[config.mk]
export PLATFORM = sky130hd
export DESIGN_NAME = decode_arbiter
export DESIGN_NICKNAME = d
export VERILOG_FILES = /design/src/rtl/decode_arbiter.sv
export SDC_FILE = /design/constraint.sdc
export NUM_CORES = 1
export LEC_CHECK = 0
export ABC_CLOCK_PERIOD_IN_PS = 3400
export BUFFER_PORTS_ARGS = -buffer_cell sky130_fd_sc_hd__buf_2
export CAP_MARGIN = 5
export CORE_MARGIN = 2
export CORE_UTILIZATION = 47
export DETAILED_ROUTE_END_ITERATION = 12
export HOLD_SLACK_MARGIN = 0.05
export PLACE_DENSITY = 0.87
export SYNTH_ARGS = -nofsm -noshare
export SYNTH_HDL_FRONTEND = slang
export SYNTH_SLANG_ARGS = --single-unit
[constraint.sdc]
create_clock -name clk -period 3.4 [get_ports clk]
set_input_delay 0.68 -clock clk [delete_from_list [all_inputs] [get_ports clk]]
set_output_delay 0.68 -clock clk [all_outputs]
set_load 0.1 [all_outputs]
[src/rtl/decode_arbiter.sv]
// Round-robin arbiter sharing one 3-to-8 one-hot decoder between NREQ requesters.
// Holds one transaction in flight, captures the decoder result after LAT cycles, and raises a sticky error on a bad decode.
module decode_arbiter #(
    parameter int NREQ = 4,
    parameter int LAT  = 1
) (
    input  logic              clk,
    input  logic              rst_n,
    input  logic [NREQ-1:0]   req_valid,
    input  logic [3*NREQ-1:0] req_code,
    output logic [NREQ-1:0]   req_ready,
    output logic [2:0]        dec_in,
    input  logic [7:0]        dec_out,
    output logic              rsp_valid,
    output logic [2:0]        rsp_id,
    output logic [7:0]        rsp_data,
    input  logic              rsp_ready,
    output logic              busy,
    output logic [7:0]        grant_cnt,
    output logic              err
);

    // state | meaning
    // IDLE  | arbitrate among valid requesters, capture winner code/id
    // ISSUE | drive captured code to decoder for one cycle
    // WAIT  | hold code for LAT cycles, capture dec_out on the last one
    // RESP  | present response until rsp_ready
    typedef enum logic [1:0] {IDLE, ISSUE, WAIT, RESP} state_t;

    state_t     state_q, state_d;
    logic [2:0] rr_ptr_q;
    logic [2:0] dec_in_q;
    logic [2:0] rsp_id_q;
    logic [7:0] rsp_data_q;
    logic [7:0] grant_cnt_q;
    logic       err_q;
    logic [1:0] wait_cnt_q;

    logic [7:0]  valid_ext;
    logic [23:0] code_ext;
    logic [2:0]  codes [8];
    logic [7:0]  ready_ext;
    logic [3:0]  sum;
    logic        win_found;
    logic [2:0]  win_id;

    assign valid_ext = 8'(req_valid);
    assign code_ext  = 24'(req_code);

    always_comb begin
        for (int i = 0; i < 8; i++) begin
            codes[i] = code_ext[3*i +: 3];
        end
    end

    // First asserted requester at or after rr_ptr, wrapping modulo NREQ.
    always_comb begin
        win_found = 1'b0;
        win_id    = 3'd0;
        sum       = 4'd0;
        for (int k = 0; k < NREQ; k++) begin
            sum = 4'(rr_ptr_q) + 4'(k);
            if (sum >= 4'(NREQ)) begin
                sum = sum - 4'(NREQ);
            end
            if (!win_found && valid_ext[sum[2:0]]) begin
                win_found = 1'b1;
                win_id    = sum[2:0];
            end
        end
    end

    always_comb begin
        state_d   = state_q;
        ready_ext = 8'd0;
        case (state_q)
            IDLE: begin
                if (win_found) begin
                    ready_ext[win_id] = 1'b1;
                    state_d           = ISSUE;
                end
            end
            ISSUE: state_d = WAIT;
            WAIT: begin
                if (wait_cnt_q == 2'd0) begin
                    state_d = RESP;
                end
            end
            RESP: begin
                if (rsp_ready) begin
                    state_d = IDLE;
                end
            end
            default: state_d = IDLE;
        endcase
    end

    always_ff @(posedge clk or negedge rst_n) begin
        if (!rst_n) begin
            state_q     <= IDLE;
            rr_ptr_q    <= 3'd0;
            dec_in_q    <= 3'd0;
            rsp_id_q    <= 3'd0;
            rsp_data_q  <= 8'd0;
            grant_cnt_q <= 8'd0;
            err_q       <= 1'b0;
            wait_cnt_q  <= 2'd0;
        end else begin
            state_q <= state_d;
            case (state_q)
                IDLE: begin
                    if (win_found) begin
                        dec_in_q <= codes[win_id];
                        rsp_id_q <= win_id;
                    end
                end
                ISSUE: wait_cnt_q <= 2'(LAT - 1);
                WAIT: begin
                    if (wait_cnt_q == 2'd0) begin
                        rsp_data_q <= dec_out;
                        if (dec_out != (8'b1 << dec_in_q)) begin
                            err_q <= 1'b1;
                        end
                    end else begin
                        wait_cnt_q <= wait_cnt_q - 2'd1;
                    end
                end
                RESP: begin
                    if (rsp_ready) begin
                        rr_ptr_q    <= (rsp_id_q == 3'(NREQ - 1)) ? 3'd0 : rsp_id_q + 3'd1;
                        grant_cnt_q <= grant_cnt_q + 8'd1;
                    end
                end
                default: ;
            endcase
        end
    end

    assign req_ready = ready_ext[NREQ-1:0];
    assign dec_in    = dec_in_q;
    assign rsp_valid = (state_q == RESP);
    assign rsp_id    = rsp_id_q;
    assign rsp_data  = rsp_data_q;
    assign busy      = (state_q != IDLE);
    assign grant_cnt = grant_cnt_q;
    assign err       = err_q;

endmodule
Yosys cells after proc, flatten, opt, wreduce, memory -nomap -nowiden
Cells that the tools add are included.
{"block": "word_totals", "ff_bits": 30, "latch_bits": 0, "ram_bits": 0, "mem_bits_ro": 0, "input_bits": 27, "output_inout_bits": 29, "elab_cells": 91, "memories": 0}
{"block": "classes", "n_addsub": 10, "multipliers": 0, "n_div": 0, "n_lt_le_gt_ge": 11, "n_eq_ne": 9, "n_shift": 1, "mux": 34, "bitwise": 1, "n_reduce_logical": 17}
{"cell": "$mux W3", "count": 11}
{"cell": "$lt A3 B4 Y1 const B", "count": 5}
{"cell": "$bmux W1 S3", "count": 4}
{"cell": "$ge A4 B3 Y1 const B", "count": 3}
{"cell": "$sub A3 B3 Y3 const B", "count": 4}
{"cell": "$bmux W3 S3", "count": 1}
{"cell": "$mux W1", "count": 9}
{"cell": "$add A3 B2 Y4 const B", "count": 2}
{"cell": "$add A8 B1 Y8 const B", "count": 1}
{"cell": "$mux W2", "count": 4}
{"cell": "$mux W4", "count": 2}
{"cell": "$ne A8 B8 Y1", "count": 1}
{"cell": "$pmux W2 S4", "count": 1}
{"cell": "$reduce_and A2 Y1", "count": 4}
{"cell": "$shl A1 B3 Y8 const A", "count": 1}
{"cell": "$ne A2 B2 Y1 const B", "count": 3}
{"cell": "$reduce_and A3 Y1", "count": 2}
{"cell": "$add A3 B1 Y4 const B", "count": 1}
{"cell": "$eq A2 B2 Y1 const B", "count": 2}
{"cell": "$ge A4 B4 Y1 const B", "count": 1}
{"cell": "$logic_and A1 B1 Y1", "count": 4}
{"cell": "$logic_not A2 Y1", "count": 2}
{"cell": "$not A3 Y4", "count": 1}
{"cell": "$pmux W2 S2", "count": 1}
{"cell": "10 further kinds", "count": 13}

Longest topological paths before layout
{"block": "logic_depth", "depth_word": 20, "mapped_depth": 10, "ltp_nobuf": 8}

Worst setup path after synthesis
No wires, ideal clock.
{"block": "synth_timing", "path_kind": "flip-flop to output port", "from": "register rr_ptr_q[0]", "to": "output port req_ready[3]", "arrival_ns": 4.432, "required_time_ns": 2.720, "slack_ns": -1.712, "path_stages_with_launch": 10, "path_cell_list": "dfrtp_1 -> buf_4 -> inv_1 -> buf_4 -> ha_1 -> mux4_2 -> a221o_2 -> nor2_1 -> a21oi_1 -> nor3_1"}
{"block": "synth_via", "elab_chain_len": 20, "elab_cells_between_ends": 44, "cone_classes": "7 x add/sub; 6 x order compare; 24 x mux; 7 x reduce/logical"}
{"element": "from (decl)", "line_no": "31", "text": "logic [2:0] rr_ptr_q;"}
{"element": "from (signal assigned)", "line_no": "130", "text": "rr_ptr_q <= (rsp_id_q == 3'(NREQ - 1)) ? 3'd0 : rsp_id_q + 3'd1;"}
{"element": "parallel branches: the longest is 18 deep, another holds $add A3 B1 Y4"}
{"element": "$mux W4 *", "line_no": "78", "text": "if (win_found) begin"}
{"element": "$mux W4 *", "line_no": "76", "text": "case (state_q)"}
{"element": "to (decl)", "line_no": "11", "text": "output logic [NREQ-1:0] req_ready,"}
Mark *: on every way between the ends. The select of a mux whose other input is x is not followed.

Worst setup path in the final report
{"block": "layout_timing", "from": "register rr_ptr_q[0]", "to": "output port req_ready[1]"}
Same word-level chain as after synthesis.

==> qor.txt <==
TIMING
---------------------------------------------------------------------------
Max-slew violation count .....................................            0
Min Clock Period, post-route .................................     3.393 ns
Hold violation total from the final report ...................            0
Setup repair after global routing missed its margin ..........          yes
Maximum clock frequency ......................................   0.2948 GHz
Period Utilization, post-route ...............................       0.9978
Worst rel slew slack .........................................       0.5675
Transition time at the pin with the least slew margin ........    0.6487 ns
Post-route clock skew ........................................  0.004990 ns
Total setup violations reported at the end of the flow .......            0
Total negative setup slack ...................................         0 ns

SYNTH
---------------------------------------------------------------------------
Post-synth EDFFs .............................................            0
Syn. warnings ................................................            0
Number of unique standard cell types used by synthesis .......           43
Async S/R FF share, synth ....................................        1.000
Average footprint of a synthesized cell ......................   10.23 um^2
Synthesized netlist net count ................................          225
Summed instance area of the synthesized netlist ..............    1933 um^2
Sequential area share after synthesis ........................       0.3883
Most used flip-flop cell after synthesis .....................      dfrtp_1
Gate count of the mapped netlist .............................          189
Number of flip-flops and latches in the synthesized netlist ..           30

CTS
---------------------------------------------------------------------------
TritonCTS clock tree .........................................         done
Number of CTS-inserted buffers ...............................            5
Total number of clock tree sinks .............................           30
Max Buffers Root-to-Sink .....................................            2
Clock transition at path regs ................................      0.06 ns
Master cell of the clock root buffer .........................     clkbuf_8
Insertion delay to the later sink of the worst-skew pair .....      0.28 ns
CTS H-tree lvls ..............................................            2

PLACED DESIGN
---------------------------------------------------------------------------
Detailed-placement wirelength estimate .......................     3.164 mm
Port-buffer cells ............................................           55
Final estimated routing congestion in global placement .......       0.8283
Number of placed instances with taps included ................          294

GRT
---------------------------------------------------------------------------
Maximum number of pins on one net before global-route repair .           31
Global-route wire length before repair .......................     6.962 mm
Via count of the first global-routing pass ...................         1561
Global Route Usage Sum .......................................       0.2017
Initial antenna violation count ..............................            0
Global-route congestion overflow total .......................            0

CRITICAL PATH
---------------------------------------------------------------------------
Setup Crit Path Kind ......................................... register to output port
Cell family contributing the most delay on the critical path . multiplexers
Logic depth of the worst register-to-register path ...........            9
Max incr delay on CP .........................................      0.57 ns
Sort of element at the start of the critical path ............     register
Cell depth of the worst setup path ...........................            8
Worst endpoint data arrival time .............................      2.71 ns
Destination of the worst register-to-register timing path ....    dec_in[2]
Reg2Reg Setup Slack ..........................................      0.41 ns
Maximum fanout along the worst path ..........................            5
Origin of the worst setup path ...............................  rr_ptr_q[0]
Highest-delay cell along the critical path ...................       mux4_2
Kind of capture point of the worst setup path ................  output port
Launch point of the worst reg-to-reg path ....................  rr_ptr_q[0]
CP endpoint .................................................. req_ready[1]
Req. time, crit path .........................................      2.72 ns
CP Cell Sequence ............................................. clkinv_4 -> ha_4 -> mux4_2 -> a31oi_2 -> a21oi_2 -> or3_4 -> nor2_4 -> buf_12
Buffer and inverter count on the worst path ..................            2

FLOORPLAN
---------------------------------------------------------------------------
Floorplan Core Area ..........................................    3971 um^2
Die Footprint ................................................    4642 um^2
Height of the chip ...........................................     68.13 um
Chip width ...................................................     68.13 um
Boundary Pins ................................................           56
Initial core utilization .....................................       0.4868
Std-Cell Rows ................................................           23

FINISH
---------------------------------------------------------------------------
Layout cells sized above 1 ...................................       0.4131
Number of filler instances in the final layout ...............          321
Leading cell types in the layout, fill and taps excluded ..... 51 x buf_2, 30 x dfrtp_1, 13 x buf_4
Final cell count without fillers .............................          309
Post-layout nets .............................................          295
Utilization of the core after routing ........................       0.6506
Layout-stage area growth over the synthesis result ...........       33.66%
Count of inserted antenna diode cells ........................            0
Commonest non-fill, non-tap cell in the layout ...............        buf_2

DETAILED ROUTING
---------------------------------------------------------------------------
Initial DRC Count ............................................           79
DRC errors left ..............................................            0
Total via count in the routed design .........................         1706
Final Routed Wirelength ......................................     4.507 mm
Detailed Routing Iterations Pass 1 ...........................            4
Routed wire length per instance ..............................     14.59 um
Ratio of routed vias to standard cells .......................        5.521
Remaining antenna violation count after routing ..............            0

FLOW RUN
---------------------------------------------------------------------------
Max-cap violations ...........................................            0

RUN STATUS
---------------------------------------------------------------------------
Run status ...................................................    completed

MIN PATH
---------------------------------------------------------------------------
Type of the most critical hold path .......................... input port to asynchronous set/reset pin

Yosys cell counts (2+ instances only):
cell / n / share of area
nor3_1: 9 / 0.023
dfrtp_1: 30 / 0.39
inv_1: 12 / 0.023
buf_4: 2 / 0.0078
xnor2_1: 10 / 0.045
and2_1: 2 / 0.0065
nand2_1: 12 / 0.023
nand4_1: 3 / 0.0097
a221oi_1: 3 / 0.014
o21ai_0: 8 / 0.021
o31ai_1: 5 / 0.019
nor2_1: 13 / 0.025
nor3b_1: 5 / 0.019
ha_1: 9 / 0.058
clkbuf_1: 2 / 0.0039
or3_1: 2 / 0.0065
mux2_2: 12 / 0.070
nand2b_1: 2 / 0.0065
a21oi_1: 5 / 0.013
a22o_1: 5 / 0.023
mux2i_1: 9 / 0.047
nand3_1: 7 / 0.018
nor4bb_1: 2 / 0.010
per-layer routing:
| layer | track usage | up-vias | wire (um) | share of wire |
|---|---|---|---|---|
| met4 | 0.1000 | 0 | 106 | 0.024 |
| met5 | 0 | - | 0 | 0 |
| met3 | 0.04605 | 10 | 173 | 0.038 |
| met2 | 0.3350 | 52 | 2441 | 0.54 |
| li1 | - | 832 | - | - |
| met1 | 0.2448 | 812 | 1786 | 0.40 |
metrics by stage:
step | instance area, um^2 | hold WS (ns) | worst slack [ns]
floorplan | 2008 | 0.3844 | -0.2785
global placement | 2400 | 0.4557 | 0.1927
detailed placement | 2400 | 0.4645 | 0.1605
global route | 2584 | 0.4718 | -0.05730
CTS | 2519 | 0.4391 | 0.009807
finish | 2584 | 0.4217 | 0.007328
registers in the layout, indices dropped and copies added, names as in the netlist:
name,flops
dec_in,3
rr_ptr_q,3
wait_cnt_q,2
rsp_data,8
err,1
grant_cnt,8
rsp_id,3
state_q,2
how the worst min path moves through the flow:
stage / startpoint / endpoint / slack, ns / cells past startpoint
final: rst_n / rsp_data[5] / 0.42 / 1
after global placement: err / err / 0.46 / 1
after detailed placement: grant_cnt[7] / grant_cnt[7] / 0.46 / 1
after global routing: rst_n / rsp_data[3] / 0.47 / 1
after floorplan: rst_n / dec_in[0] / 0.38 / 0
after CTS: rst_n / rsp_data[5] / 0.44 / 1
kinds of logic after synthesis:
kind of cell	Yosys count	synth area share
buffers and inverters	17	0.04207
and+or+nand+nor	61	0.1644
muxes	23	0.1418
xor gates and xnor gates	10	0.04531
DFF	30	0.3883
AOI/OAI and AO/OA	39	0.1599
adders and majority gates	9	0.05825
layout make-up:
| type | instances | area (um^2) | share of cell area |
|---|---|---|---|
| clock buffer | 7 | 76.32 | 0.02954 |
| inverter | 12 | 50.05 | 0.01937 |
| timing repair buffer | 68 | 432.9 | 0.1676 |
| sequential | 30 | 750.7 | 0.2906 |
| multi-input combinational | 142 | 1211 | 0.4688 |
| tap | 50 | 62.56 | 0.02421 |
timing repair:
item / 4_1_cts / 5_1_grt
setup buffers: 4 / 4
hold buffers: 0 / 0
hold endpoints to repair: 0 / 0
pin swaps: 4 / 3
gates cloned: 0 / 0
gates resized for setup: 3 / 8
endpoints found under the setup margin: 4 / 4
Power is not shown: default switching activity piles up to over one toggle a cycle in this logic, so the estimate is an artifact.
